### src/rtl/mips_mem_arbiter.sv
// mips_mem_arbiter: shares one unified memory bus between the CPU's
// instruction-fetch port and data port. Round-robin on ties, waitrequest
// handshake on both sides, and a watchdog that aborts accesses the memory
// never completes.
//
// Handshake (both requester ports): a request (instr_read, or
// data_read/data_write) is held until the port's waitrequest is low. That
// waitrequest is low for exactly one cycle, the RESP cycle, and the
// readdata is valid there and held afterwards. On the memory side a strobe
// (mem_read/mem_write) completes in the first cycle it is high with
// mem_waitrequest low.
module mips_mem_arbiter #(
    parameter int unsigned WAIT_LIMIT = 16,
    parameter logic [31:0] ERR_DATA   = 32'hDEADBEEF
) (
    input  logic        clk,
    input  logic        reset,
    // instruction-fetch port
    input  logic        instr_read,
    input  logic [31:0] instr_address,
    output logic        instr_waitrequest,
    output logic [31:0] instr_readdata,
    // data port
    input  logic        data_read,
    input  logic        data_write,
    input  logic [31:0] data_address,
    input  logic [31:0] data_writedata,
    input  logic [3:0]  data_byteenable,
    output logic        data_waitrequest,
    output logic [31:0] data_readdata,
    // unified memory bus
    output logic [31:0] mem_address,
    output logic        mem_read,
    output logic        mem_write,
    output logic [31:0] mem_writedata,
    output logic [3:0]  mem_byteenable,
    input  logic        mem_waitrequest,
    input  logic [31:0] mem_readdata,
    // status and debug visibility
    output logic        bus_error,
    output logic [2:0]  dbg_state,
    output logic        dbg_last_grant
);

    localparam logic [2:0] S_IDLE    = 3'd0;
    localparam logic [2:0] S_GRANT_I = 3'd1;
    localparam logic [2:0] S_GRANT_D = 3'd2;
    localparam logic [2:0] S_RESP_I  = 3'd3;
    localparam logic [2:0] S_RESP_D  = 3'd4;

    localparam logic LG_INSTR = 1'b0;
    localparam logic LG_DATA  = 1'b1;

    logic        instr_req;
    logic        data_req;

    logic [2:0]  state_q, state_d;
    logic        last_grant_q, last_grant_d;
    logic [31:0] wd_cnt_q, wd_cnt_d;
    logic [31:0] mem_address_q, mem_address_d;
    logic        mem_read_q, mem_read_d;
    logic        mem_write_q, mem_write_d;
    logic [31:0] mem_writedata_q, mem_writedata_d;
    logic [3:0]  mem_byteenable_q, mem_byteenable_d;
    logic [31:0] instr_readdata_q, instr_readdata_d;
    logic [31:0] data_readdata_q, data_readdata_d;
    logic        bus_error_q, bus_error_d;

    logic        grant_i;
    logic        grant_d;
    logic        wd_expire;
    logic        access_end;
    logic [31:0] wd_next;
    logic [31:0] end_data;

    assign instr_req = instr_read;
    assign data_req  = data_read | data_write;

    assign wd_next   = wd_cnt_q + 32'd1;
    // The count reaches the limit in the cycle it would be incremented to it,
    // so the strobe is high for exactly WAIT_LIMIT stalled cycles.
    assign wd_expire = (WAIT_LIMIT != 0) && mem_waitrequest && (wd_next == WAIT_LIMIT);
    assign access_end = !mem_waitrequest || wd_expire;
    assign end_data   = wd_expire ? ERR_DATA : mem_readdata;

    // Next-state logic: arbitration, access completion/abort and bus loading
    always_comb begin
        state_d          = state_q;
        last_grant_d     = last_grant_q;
        wd_cnt_d         = wd_cnt_q;
        mem_address_d    = mem_address_q;
        mem_read_d       = mem_read_q;
        mem_write_d      = mem_write_q;
        mem_writedata_d  = mem_writedata_q;
        mem_byteenable_d = mem_byteenable_q;
        instr_readdata_d = instr_readdata_q;
        data_readdata_d  = data_readdata_q;
        bus_error_d      = bus_error_q;
        grant_i          = 1'b0;
        grant_d          = 1'b0;

        case (state_q)
            S_IDLE: begin
                if (instr_req && (!data_req || last_grant_q == LG_DATA)) begin
                    grant_i = 1'b1;
                end else if (data_req) begin
                    grant_d = 1'b1;
                end
            end
            S_GRANT_I, S_GRANT_D: begin
                if (access_end) begin
                    mem_read_d  = 1'b0;
                    mem_write_d = 1'b0;
                    if (wd_expire) begin
                        bus_error_d = 1'b1;
                    end
                    if (state_q == S_GRANT_I) begin
                        instr_readdata_d = end_data;
                        state_d          = S_RESP_I;
                    end else begin
                        // a write leaves the data readdata untouched
                        if (mem_read_q) begin
                            data_readdata_d = end_data;
                        end
                        state_d = S_RESP_D;
                    end
                end else begin
                    wd_cnt_d = wd_next;
                end
            end
            // The responding port's own request this cycle is the one being
            // completed, so only the other port can be granted back-to-back.
            S_RESP_I: begin
                if (data_req) begin
                    grant_d = 1'b1;
                end else begin
                    state_d = S_IDLE;
                end
            end
            S_RESP_D: begin
                if (instr_req) begin
                    grant_i = 1'b1;
                end else begin
                    state_d = S_IDLE;
                end
            end
            default: begin
                state_d = S_IDLE;
            end
        endcase

        // Fetches are always full-word reads; write data is left as it was.
        if (grant_i) begin
            state_d          = S_GRANT_I;
            last_grant_d     = LG_INSTR;
            wd_cnt_d         = 32'd0;
            mem_address_d    = instr_address;
            mem_read_d       = 1'b1;
            mem_write_d      = 1'b0;
            mem_byteenable_d = 4'hF;
        end
        // Write wins when both data strobes are high.
        if (grant_d) begin
            state_d          = S_GRANT_D;
            last_grant_d     = LG_DATA;
            wd_cnt_d         = 32'd0;
            mem_address_d    = data_address;
            mem_read_d       = !data_write;
            mem_write_d      = data_write;
            mem_writedata_d  = data_writedata;
            mem_byteenable_d = data_byteenable;
        end
    end

    // State registers; reset low aborts any access and drops the strobes at once
    always_ff @(posedge clk or negedge reset) begin
        if (!reset) begin
            state_q          <= S_IDLE;
            last_grant_q     <= LG_DATA;
            wd_cnt_q         <= 32'd0;
            mem_address_q    <= 32'd0;
            mem_read_q       <= 1'b0;
            mem_write_q      <= 1'b0;
            mem_writedata_q  <= 32'd0;
            mem_byteenable_q <= 4'b0000;
            instr_readdata_q <= 32'd0;
            data_readdata_q  <= 32'd0;
            bus_error_q      <= 1'b0;
        end else begin
            state_q          <= state_d;
            last_grant_q     <= last_grant_d;
            wd_cnt_q         <= wd_cnt_d;
            mem_address_q    <= mem_address_d;
            mem_read_q       <= mem_read_d;
            mem_write_q      <= mem_write_d;
            mem_writedata_q  <= mem_writedata_d;
            mem_byteenable_q <= mem_byteenable_d;
            instr_readdata_q <= instr_readdata_d;
            data_readdata_q  <= data_readdata_d;
            bus_error_q      <= bus_error_d;
        end
    end

    assign instr_waitrequest = instr_req & (state_q != S_RESP_I);
    assign data_waitrequest  = data_req & (state_q != S_RESP_D);

    assign instr_readdata = instr_readdata_q;
    assign data_readdata  = data_readdata_q;
    assign mem_address    = mem_address_q;
    assign mem_read       = mem_read_q;
    assign mem_write      = mem_write_q;
    assign mem_writedata  = mem_writedata_q;
    assign mem_byteenable = mem_byteenable_q;
    assign bus_error      = bus_error_q;
    assign dbg_state      = state_q;
    assign dbg_last_grant = last_grant_q;

endmodule

### config.mk
export PLATFORM = sky130hd
export DESIGN_NAME = mips_mem_arbiter
export DESIGN_NICKNAME = d
export VERILOG_FILES = /design/src/rtl/mips_mem_arbiter.sv
export SDC_FILE = /design/constraint.sdc
export NUM_CORES = 1
export LEC_CHECK = 0
export ABC_AREA = 1
export CAP_MARGIN = 20
export CELL_PAD_IN_SITES_DETAIL_PLACEMENT = 0
export CELL_PAD_IN_SITES_GLOBAL_PLACEMENT = 2
export CORE_ASPECT_RATIO = 1.75
export CORE_MARGIN = 2
export CORE_UTILIZATION = 23
export CTS_CLUSTER_SIZE = 30
export DETAILED_ROUTE_END_ITERATION = 8
export PLACE_DENSITY = 0.78
export SYNTH_ARGS = -nofsm -noshare
export SYNTH_HDL_FRONTEND = slang
export SYNTH_SLANG_ARGS = --single-unit
export TNS_END_PERCENT = 1
### constraint.sdc
create_clock -name clk -period 2.3 [get_ports clk]
set_input_delay 0.575 -clock clk [delete_from_list [all_inputs] [get_ports clk]]
set_output_delay 0.575 -clock clk [all_outputs]
set_load 0.01 [all_outputs]
==> key figures <==
Outcome
  • Status: complete, but fails checks
  • Failing checks: setup timing

Synthesis
  • Mapped Cells: 1089
  • Primary FF master, synth: dfrtp_1
  • Syn Nets: 1229
  • Simple logic cell fraction of the synthesized area: 0.332
  • Yosys warning count: 0
  • Number of synthesized flops with an enable pin: 0
  • Synth top area cells: dfrtp_1, nand2_1, inv_1, nor2_1, nand3_1
  • Flip-flop and latch count after synthesis: 171
  • Synth Area in Adders: 0.00302
  • Post-synth ARST share: 1.00
  • Register area share after synthesis: 0.517
  • Avg Inst Size Synth: 7.61 um^2
  • Yosys top cell by area: dfrtp_1
  • Largest family of logic cells by synthesized area: simple AND/OR/NAND/NOR gates
  • Mux contribution to synthesized area: 0
  • Yosys cell types: 33
  • Compound-cell area share of the yosys netlist: 0.0648
  • Post-synth top area share: 0.514
  • Area of the mapped netlist: between 0.008 and 0.009 mm^2
  • Post-Synth XOR/XNOR Area: 0.00846

Critical path
  • Worst path max stage delay: between 300 and 400 ps
  • Reg-to-reg endpoint: data_readdata[12]
  • Critical path, cell by cell: buf_6 -> inv_4 -> nor2_4 -> nand2_4 -> nor2_4 -> buf_12 -> buf_4 -> xnor2_1 -> nand3_1 -> nor2_2 -> nand3_2 -> nand2_4 -> nand2_8 -> clkbuf_16 -> nand2_2 -> nand2_1
  • Critical path type: flop to flop
  • Crit path arrival time: 2800 ps
  • WP data required: about 2600 ps
  • Worst reg2reg path depth: 16
  • R2r startpoint: wd_cnt_q[0]
  • Crit path capture type: flop
  • Crit Path Max Fanout: 8
  • CP Launch Type: flop
  • Slowest-stage cell, CP: dfrtp_1
  • Worst reg2reg setup slack: -160 ps

GRT
  • GRT overflow: 0
  • Total GRT Usage: 0.168
  • Global-route wire length before repair: approximately 48000 um
  • Initial antenna violation count: 4
  • Largest net degree at the start of global routing: 50
  • Vias in the first global route: 8440

Placement
  • Final Wtd Congestion: approximately 0.81
  • Port-buffer cells: 278
  • Dpl hpwl: 23600 um
  • Placed instance area: 0.0126 mm^2

STA
  • Final Setup Violations: 100
  • FMAX: 406 MHz
  • Worst-Margin Slew: 511 ps
  • Final worst slack: -164 ps
  • Crit path time final: 2460 ps
  • Final hold vios: 0
  • Clk_skew: about 12 ps
  • Max-slew headroom: 0.659
  • WHS: 75.1 ps
  • Final Max Tran Viols: 0
  • Final period utilization: 1.07
  • RSZ-0062 raised after global routing: true
  • Post-route setup TNS: -10110 ps

Clock network
  • CTS tree: done
  • Clk sinks: 171
  • TritonCTS buffer count: 17
  • CTS root buf: clkbuf_16
  • Clk slew on worst S/H paths: 70 ps
  • H-tree levels: 4
  • Hold buffers post-CTS: 0
  • Max Buffers Root-to-Sink: 2
  • Worst-Skew Late Latency: 450 ps

Floorplan
  • I/O Pins: 279
  • Core region area: approximately 0.036 mm^2
  • Rows: 92
  • Initial Util: 0.231
  • Die Ht: around 260 um
  • Die W: 147 um
  • Area of the die: 0.0376 mm^2

Drt
  • Via-per-instance ratio: 4.27
  • Detail Route Antenna Nets: 0
  • Wirelength per Cell: between 15 and 20 um
  • Via count: 8398
  • Router iterations before antenna repair: 4
  • Total wire length: approximately 32000 um
  • DRT iter0 DRCs: between 300 and 400
  • # DRC: 0

Layout
  • Final net count: 1623
  • Most common cell after layout, fill and taps aside: nand2_1
  • Layout cells sized above 1: 0.181
  • P&R area growth vs syn: 65.8%
  • Finished layout cell area: between 0.01 and 0.015 mm^2
  • Final Util: 0.384
  • Commonest cells after routing, fill and taps aside: nand2_1, clkdlybuf4s50_1, dfrtp_1

Worst hold path
  • Hold crit path type: input port to asynchronous set/reset pin

Flow run
  • Max_cap viols: 0

Power
  • Tot Pwr: 16.1 mW
  • Leakage: 6.80 nW
  • Worst vdd ir: 0.000762 V
  • Power Dens Cells: roughly 1200 mW/mm^2
==> cell usage after synthesis (3+ instances only) <==
cell type / number
o22a_1: 4
nand2_2: 5
nor2_4: 4
nand2_1: 494
inv_2: 3
buf_2: 12
nor2_2: 7
dfrtp_1: 170
xnor2_1: 4
a2bb2oi_1: 31
nand3_1: 57
buf_6: 4
xor2_1: 4
inv_1: 102
a21oi_1: 3
nand3b_1: 9
clkbuf_1: 25
nor2_1: 87
o21ai_0: 35
nand4_1: 9
buf_1: 3
==> worst max-delay path by stage <==
stage	from	to	slack (ps)	cells past startpoint
6_report	wd_cnt_q[0]	data_readdata[12]	-160	16
2_1_floorplan	wd_cnt_q[0]	instr_readdata[18]	90	17
3_3_place_gp	wd_cnt_q[0]	dbg_state[1]	-280	17
3_5_place_dp	wd_cnt_q[0]	dbg_state[1]	-300	17
4_1_cts	wd_cnt_q[1]	instr_readdata[23]	-200	19
5_1_grt	wd_cnt_q[8]	data_readdata[18]	-320	17
==> sequential cells by signal, indices dropped and copies added (netlist names) <==
register	flops
bus_error	1
data_readdata	32
dbg_last_grant	1
dbg_state	3
instr_readdata	32
mem_address	32
mem_byteenable	4
mem_read	1
mem_write	1
mem_writedata	32
wd_cnt_q	32
==> power by group <==
| part | leakage (nW) | internal [mW] | switching (mW) | total [mW] |
|---|---|---|---|---|
| clock network | 0.249 | 1.52 | 1.28 | 2.80 |
| logic | 4.39 | 4.10 | 4.24 | 8.34 |
| registers | 2.16 | 4.23 | 0.708 | 4.93 |
==> per-stage QoR <==
stage	instances	setup WS, ps
6_report	1969	-164
5_1_grt	1969	-319
4_1_cts	1948	-197
3_5_place_dp	1915	-297
3_3_place_gp	1915	-281
2_1_floorplan	1089	91.3
==> metal layers <==
metal,share of wire,vias up,track usage
met2,0.55,204,0.313
met3,0.039,48,0.0362
li1,-,4156,-
met5,0,-,0
met1,0.37,3990,0.179
met4,0.034,0,0.0810
==> kinds of logic after synthesis <==
logic type / count (synthesis)
and+or+nand+nor: 677
DFF: 171
buffers and inverters: 152
AOI/OAI and AO/OA: 79
xor gates and xnor gates: 8
adders and majority gates: 2
==> cell type report <==
| class | instances | area, um^2 |
|---|---|---|
| clock inverter | 9 | 90.1 |
| multi-input combinational | 766 | 3680 |
| fill | 3662 | 22100 |
| timing repair buffer | 419 | 4200 |
| inverter | 108 | 433 |
| antenna | 4 | 10.0 |
| clock buffer | 22 | 454 |
| sequential | 171 | 4280 |
| tap | 470 | 588 |
==> critical path: cells and delay by family, from the launching register on <==
family / cells / cell delay [ps]
flip-flops: 1 / 370
XOR/XNOR: 1 / 130
AND/OR/NAND/NOR: 10 / 1230
buffers and inverters: 5 / 620
==> repair_timing <==
action	4_1_cts	5_1_grt
pin swaps	2	31
buffers inserted	2	9
gates cloned	0	8
gates resized for setup	9	101
hold endpoints to repair	0	0
setup endpoints to repair	103	101
Power figures use the tool's default switching activity.
==> RTL change 1 (same flow settings) <==
Make the reset (`reset`) synchronous in one clocked block.
--- a/src/rtl/mips_mem_arbiter.sv
+++ b/src/rtl/mips_mem_arbiter.sv
@@ -173,7 +173,7 @@
     end
 
     // State registers; reset low aborts any access and drops the strobes at once
-    always_ff @(posedge clk or negedge reset) begin
+    always_ff @(posedge clk) begin
         if (!reset) begin
             state_q          <= S_IDLE;
             last_grant_q     <= LG_DATA;
Check against the original RTL: differs if reset is asserted again (counterexample within 4 cycles, from zero or initial values and one cycle with reset low); with reset held inactive, the same outputs for 4 cycles.
==> RTL change 1 against the original RTL <==
  * The flow still finishes with violations (setup timing)
  * Synthesized cell count grew 4.4%
  * Critical path type unchanged
  * Area after synthesis shrank 5.0%
  * Die area shrank 4.8%
  * Count of clock-buffer cells in the layout shrank 3
  * Sequential cell count is the same
  * Power shrank 18%
  * Worst setup slack lost 0.070 ns
  * Wire length grew 3.8%
  * Design area shrank 4.7%
==> RTL change 1: results (changes against the original RTL) <==
| Metric | Value |
|---|---|
| Post-detail-place hpwl | `24700 µm (+4.9%)` |
| Share of synthesized registers carrying an async set or reset | `0% (-100 points)` |
| Maximum VDD drop | `0.000601 V (-21%)` |
| Mapped Nets | `1277 (+3.9%)` |
| Area contributors post-synth | `dfxtp_1, nand2_1, nor2_1` |
| Sequential fraction of the synthesis area | `43.5% (-8.2 points)` |
| Routed wl met2 | `18500 µm (+3.3%)` |
| Vias in the first global route | `8535 (+1.1%)` |
| Skew final | `0.0147 ns (+0.00305 ns)` |
| Violated checks | `setup timing` |
| Post-CTS setup repair buffer count | `1 (-1)` |
| Initial antenna violation count | `5 (+1)` |
| TNS Setup | `-14.79 ns (-4.68 ns)` |
| Worst setup endpoint | `instr_readdata[7]$_SDFFE_PN0P_` |
| PnR worst setup slack | `-0.234 ns (-0.0701 ns)` |
| Share of layout cells above drive strength 1 | `19.7% (+1.6 points)` |
| CP max-delay cell | `dfxtp_2` |
| Vias per cell | `4.35 (+1.9%)` |
| Post-Layout Cell Count | `1970 (+0.051%)` |
| Cts repair resizes | `39 (+30)` |
| Min-Delay Path Class | `flip-flop to flip-flop` |
| Final setup viols | `101 (+1.0%)` |
| Post-route cell area | `13100 µm² (-4.7%)` |
| Largest net degree at the start of global routing | `54 (+8.0%)` |
| Status | `finished with violations` |
| First DRT Iteration DRCs | `323 (-6.6%)` |
| R2r startpoint | `wd_cnt_q[1]$_SDFFE_PP0P_` |
| Placed Instance Area | `11900 µm² (-5.2%)` |
| Yosys cell types | `32 (-3.0%)` |
RTL change 1: kinds of logic (layout without fill, tap and decap cells):
| group | after synthesis | after routing | synth area share [%] |
|---|---|---|---|
| AOI/OAI and AO/OA | 226 | 226 | 16.8 |
| xor gates and xnor gates | 8 | 8 | 0.890 |
| adders and majority gates | 2 | 2 | 0.318 |
| buffers and inverters | 168 | 541 | 8.79 |
| DFF | 171 | 171 | 43.5 |
| other | 0 | 5 | 0 |
| and+or+nand+nor | 562 | 562 | 29.7 |
RTL change 1: power by group through the flow:
stage | clock (mW) | combinational [mW] | sequential, mW
after global placement | 0 | 5.77 | 4.25
after detailed placement | 0 | 5.76 | 4.26
final | 2.99 | 5.99 | 4.23
after CTS | 3.08 | 5.83 | 4.22
after global routing | 3.19 | 6.53 | 4.32
after floorplan | 0 | 2.25 | 4.57
RTL change 1: layer usage:
metal | GRT usage, % | vias to the layer above
li1 | - | 4342
met1 | 18.7 | 3957
met2 | 34.1 | 192
met3 | 4.19 | 69
met4 | 10.2 | 0
met5 | 0 | -
RTL change 1: worst min-delay path, cell delays in order (launching register included):
cell and delay (ns):
dfxtp_1 0.33, nand2_1 0.05, o31ai_1 0.05
RTL change 1: how the worst min path moves through the flow:
stage,cells after the start,end
global route,2,mem_address[25]$_SDFFE_PN0P_
global placement,2,mem_address[29]$_SDFFE_PN0P_
floorplan,2,wd_cnt_q[31]$_SDFFE_PP0P_
detailed placement,2,mem_address[25]$_SDFFE_PN0P_
finish,2,mem_address[25]$_SDFFE_PN0P_
CTS,2,mem_address[25]$_SDFFE_PN0P_
RTL change 1: cell type report:
class	instances	area share, %
inverters	106	3.08
repair buffers	403	30.1
multi-input cells	798	31.5
diodes	5	0.0956
flip-flops and latches	171	26.3
clock buffers	19	3.38
well taps	455	4.35
clock inverters	13	1.12
==> RTL change 2 (config.mk and constraints unchanged) <==
Made on the original files. Set the parameter `ERR_DATA` to 32'h6F56DF77 (it was 32'hDEADBEEF).
--- a/src/rtl/mips_mem_arbiter.sv
+++ b/src/rtl/mips_mem_arbiter.sv
@@ -11,7 +11,7 @@
 // mem_waitrequest low.
 module mips_mem_arbiter #(
     parameter int unsigned WAIT_LIMIT = 16,
-    parameter logic [31:0] ERR_DATA   = 32'hDEADBEEF
+    parameter logic [31:0] ERR_DATA   = 32'h6F56DF77
 ) (
     input  logic        clk,
     input  logic        reset,
Check against the original RTL: same outputs for any inputs over 4 cycles, from zero or initial values and one cycle with reset low; that may be too few to reach the edited logic, so the function may still have changed.
==> RTL change 2 against the original RTL <==
  * Clock skew is 0.0027 ns higher
  * Worst setup slack about the same
  * Combinational power down 3.7%
  * Critical endpoint is now instr_readdata[9]$_DFFE_PN0P_
  * Power is 1.5% higher
  * Design area is 0.47% lower
  * Area after synthesis shrank 0.44%
  * Sequential cell count unchanged
  * Via count down 1.1%
  * Non-clock buffer count down 14
  * Wire length fell by 3.8%
  * Sequential share of layout area is 0.17 points higher
  * Maximum frequency about the same
  * The flow still finishes with violations (setup timing)
==> RTL change 2: results (changes against the original RTL) <==
| Metric | Value |
|---|---|
| Status | `finished with violations` |
| Violated checks | `setup timing` |
| PnR worst setup slack | `-0.164 ns (-0.000318 ns)` |
| First-pass GRT wire length | `47700 µm (-1.4%)` |
| Yosys cell types | `30 (-9.1%)` |
| CTS buffer count | `17 (unchanged)` |
| P_leak | `6.76 nW (-0.66%)` |
| Skew final | `0.0144 ns (+0.00267 ns)` |
| Share of layout cells above drive strength 1 | `16.9% (-1.2 points)` |
| Maximum VDD drop | `0.000684 V (-10%)` |
| Mapped Nets | `1228 (-0.081%)` |
| H-tree depth | `4 (unchanged)` |
| Final setup viols | `101 (+1.0%)` |
| TNS Setup | `-10.20 ns (-0.0922 ns)` |
| Share of synthesized registers carrying an async set or reset | `100% (unchanged)` |
| Worst reg-to-reg path cell count | `17 (+1)` |
| Worst setup endpoint | `instr_readdata[9]$_DFFE_PN0P_` |
| Sequential fraction of the synthesis area | `51.9% (+0.23 points)` |
| Initial antenna violation count | `1 (-3)` |
| Worst EP arrival | `2.81 ns (about the same)` |
| Rel. slew slack | `67.9% (+2.0 points)` |
| Wire per inst | `16.0 µm (-2.6%)` |
| Clock-pin slew on the worst setup and hold paths | `0.08 ns` |
| Post-synth top flop | `dfrtp_1` |
| Synth Area per Inst | `7.58 µm² (-0.35%)` |
| Max incr delay on CP | `0.40 ns (+0.03 ns)` |
| Ys Warns | `0 (unchanged)` |
| CP max-delay cell | `dfrtp_1` |
| Min-Delay Path Class | `input pin to async pin` |
| CP max FO | `24 (+16)` |
| GPL Wtd Cong | `0.825 (+2.1%)` |
| Area leader, netlist | `dfrtp_1` |
| First DRT Iteration DRCs | `342 (-1.2%)` |
| Vias in the first global route | `8678 (+2.8%)` |
| Post-detail-place hpwl | `23500 µm (-0.41%)` |
| Root Driver | `clkbuf_16` |
| Placed Instance Area | `12500 µm² (-0.51%)` |
| Buffers on Ports | `278 (unchanged)` |
| Largest net degree at the start of global routing | `45 (-10%)` |
| Post-Route WL | `31100 µm (-3.8%)` |
| All-Layer GR Usage | `16.5% (-0.28 points)` |
| CP delay by family, top | `simple AND/OR/NAND/NOR gates` |
| Critical Setup Path Class | `flip-flop to flip-flop` |
| Placed insts | `1899 (-0.84%)` |
| R2r startpoint | `wd_cnt_q[1]$_DFFE_PN0P_` |
| CTS max path bufs | `2 (unchanged)` |
| Final net count | `1607 (-0.99%)` |
| Drt pass-1 iters | `4 (unchanged)` |
| Area contributors post-synth | `dfrtp_1, nand2_1, inv_1` |
| Clock latency on the worst-skew pair | `0.45 ns (about the same)` |
| Top cells by count, synth | `nand2_1, dfrtp_1, inv_1, nor2_1, nand3_1` |
| DR vias | `8306 (-1.1%)` |
RTL change 2: layout make-up:
class,count,area (µm²)
inverter,107,414
antenna,1,2.50
multi-input combinational,765,3690
tap,465,582
sequential,171,4280
timing repair buffer,405,4050
clock buffer,17,425
clock inverter,14,229
fill,3746,21600
RTL change 2: worst min-delay path by stage:
| stage | to | slack (ns) | depth (start not counted) |
|---|---|---|---|
| 3_3_place_gp | mem_writedata[3]$_DFFE_PN0P_ | 0.45 | 2 |
| 3_5_place_dp | mem_writedata[9]$_DFFE_PN0P_ | 0.46 | 2 |
| 4_1_cts | mem_address[4]$_DFFE_PN0N_ | 0.04 | 1 |
| 6_report | mem_address[4]$_DFFE_PN0N_ | 0.03 | 1 |
| 2_1_floorplan | bus_error$_DFFE_PN0P_ | 0.28 | 0 |
| 5_1_grt | mem_address[4]$_DFFE_PN0N_ | 0.04 | 1 |
RTL change 2: kinds of logic after synthesis:
logic type / share of synthesized area (%)
xor+xnor: 0.849
simple gates: 33.2
buf+inv: 7.28
flops: 51.9
compound gates: 6.51
fa+ha+maj: 0.303
RTL change 2: worst register-to-register path: stages (launching register included):
cell     delay [ns]
dfrtp_1        0.40
ha_2           0.21
inv_2          0.05
nor2_4         0.16
nand2_4        0.11
nor2_4         0.18
buf_4          0.13
nand3_1        0.10
nand2_2        0.11
nor2_2         0.04
nand2_2        0.13
nor2_4         0.07
buf_4          0.13
nand4_1        0.13
buf_12         0.19
nand2_1        0.12
nand2_1        0.08
nand2_1        0.05
RTL change 2: stage by stage:
step / hold WS, ns / worst slack (ns) / total power [mW]
after floorplan: 0.279 / 0.0946 / 8.38
after global placement: 0.453 / -0.342 / 13.0
after detailed placement: 0.457 / -0.392 / 13.0
after CTS: 0.0374 / -0.112 / 16.5
after global routing: 0.0449 / -0.281 / 17.4
final: 0.0348 / -0.164 / 16.3
RTL change 2: repair_timing:
action,CTS,global route
resized for setup,49,58
setup buffers,4,6
pin swaps,11,32
cloned,0,4
endpoints found under the setup margin,103,101
RTL change 2: where the power goes:
part / total, mW / switching [mW] / leakage, nW / internal [mW]
Combinational: 8.03 / 4.05 / 4.28 / 3.98
Clock: 3.27 / 1.40 / 0.316 / 1.87
Sequential: 5.01 / 0.783 / 2.16 / 4.22
RTL change 2: per-layer routing:
layer	up-vias	global-route usage [%]	share of wire, %
li1	4132	-	-
met1	3896	16.0	34
met2	223	31.7	56
met3	55	4.19	5.0
met4	0	8.96	4.7
met5	-	0	0
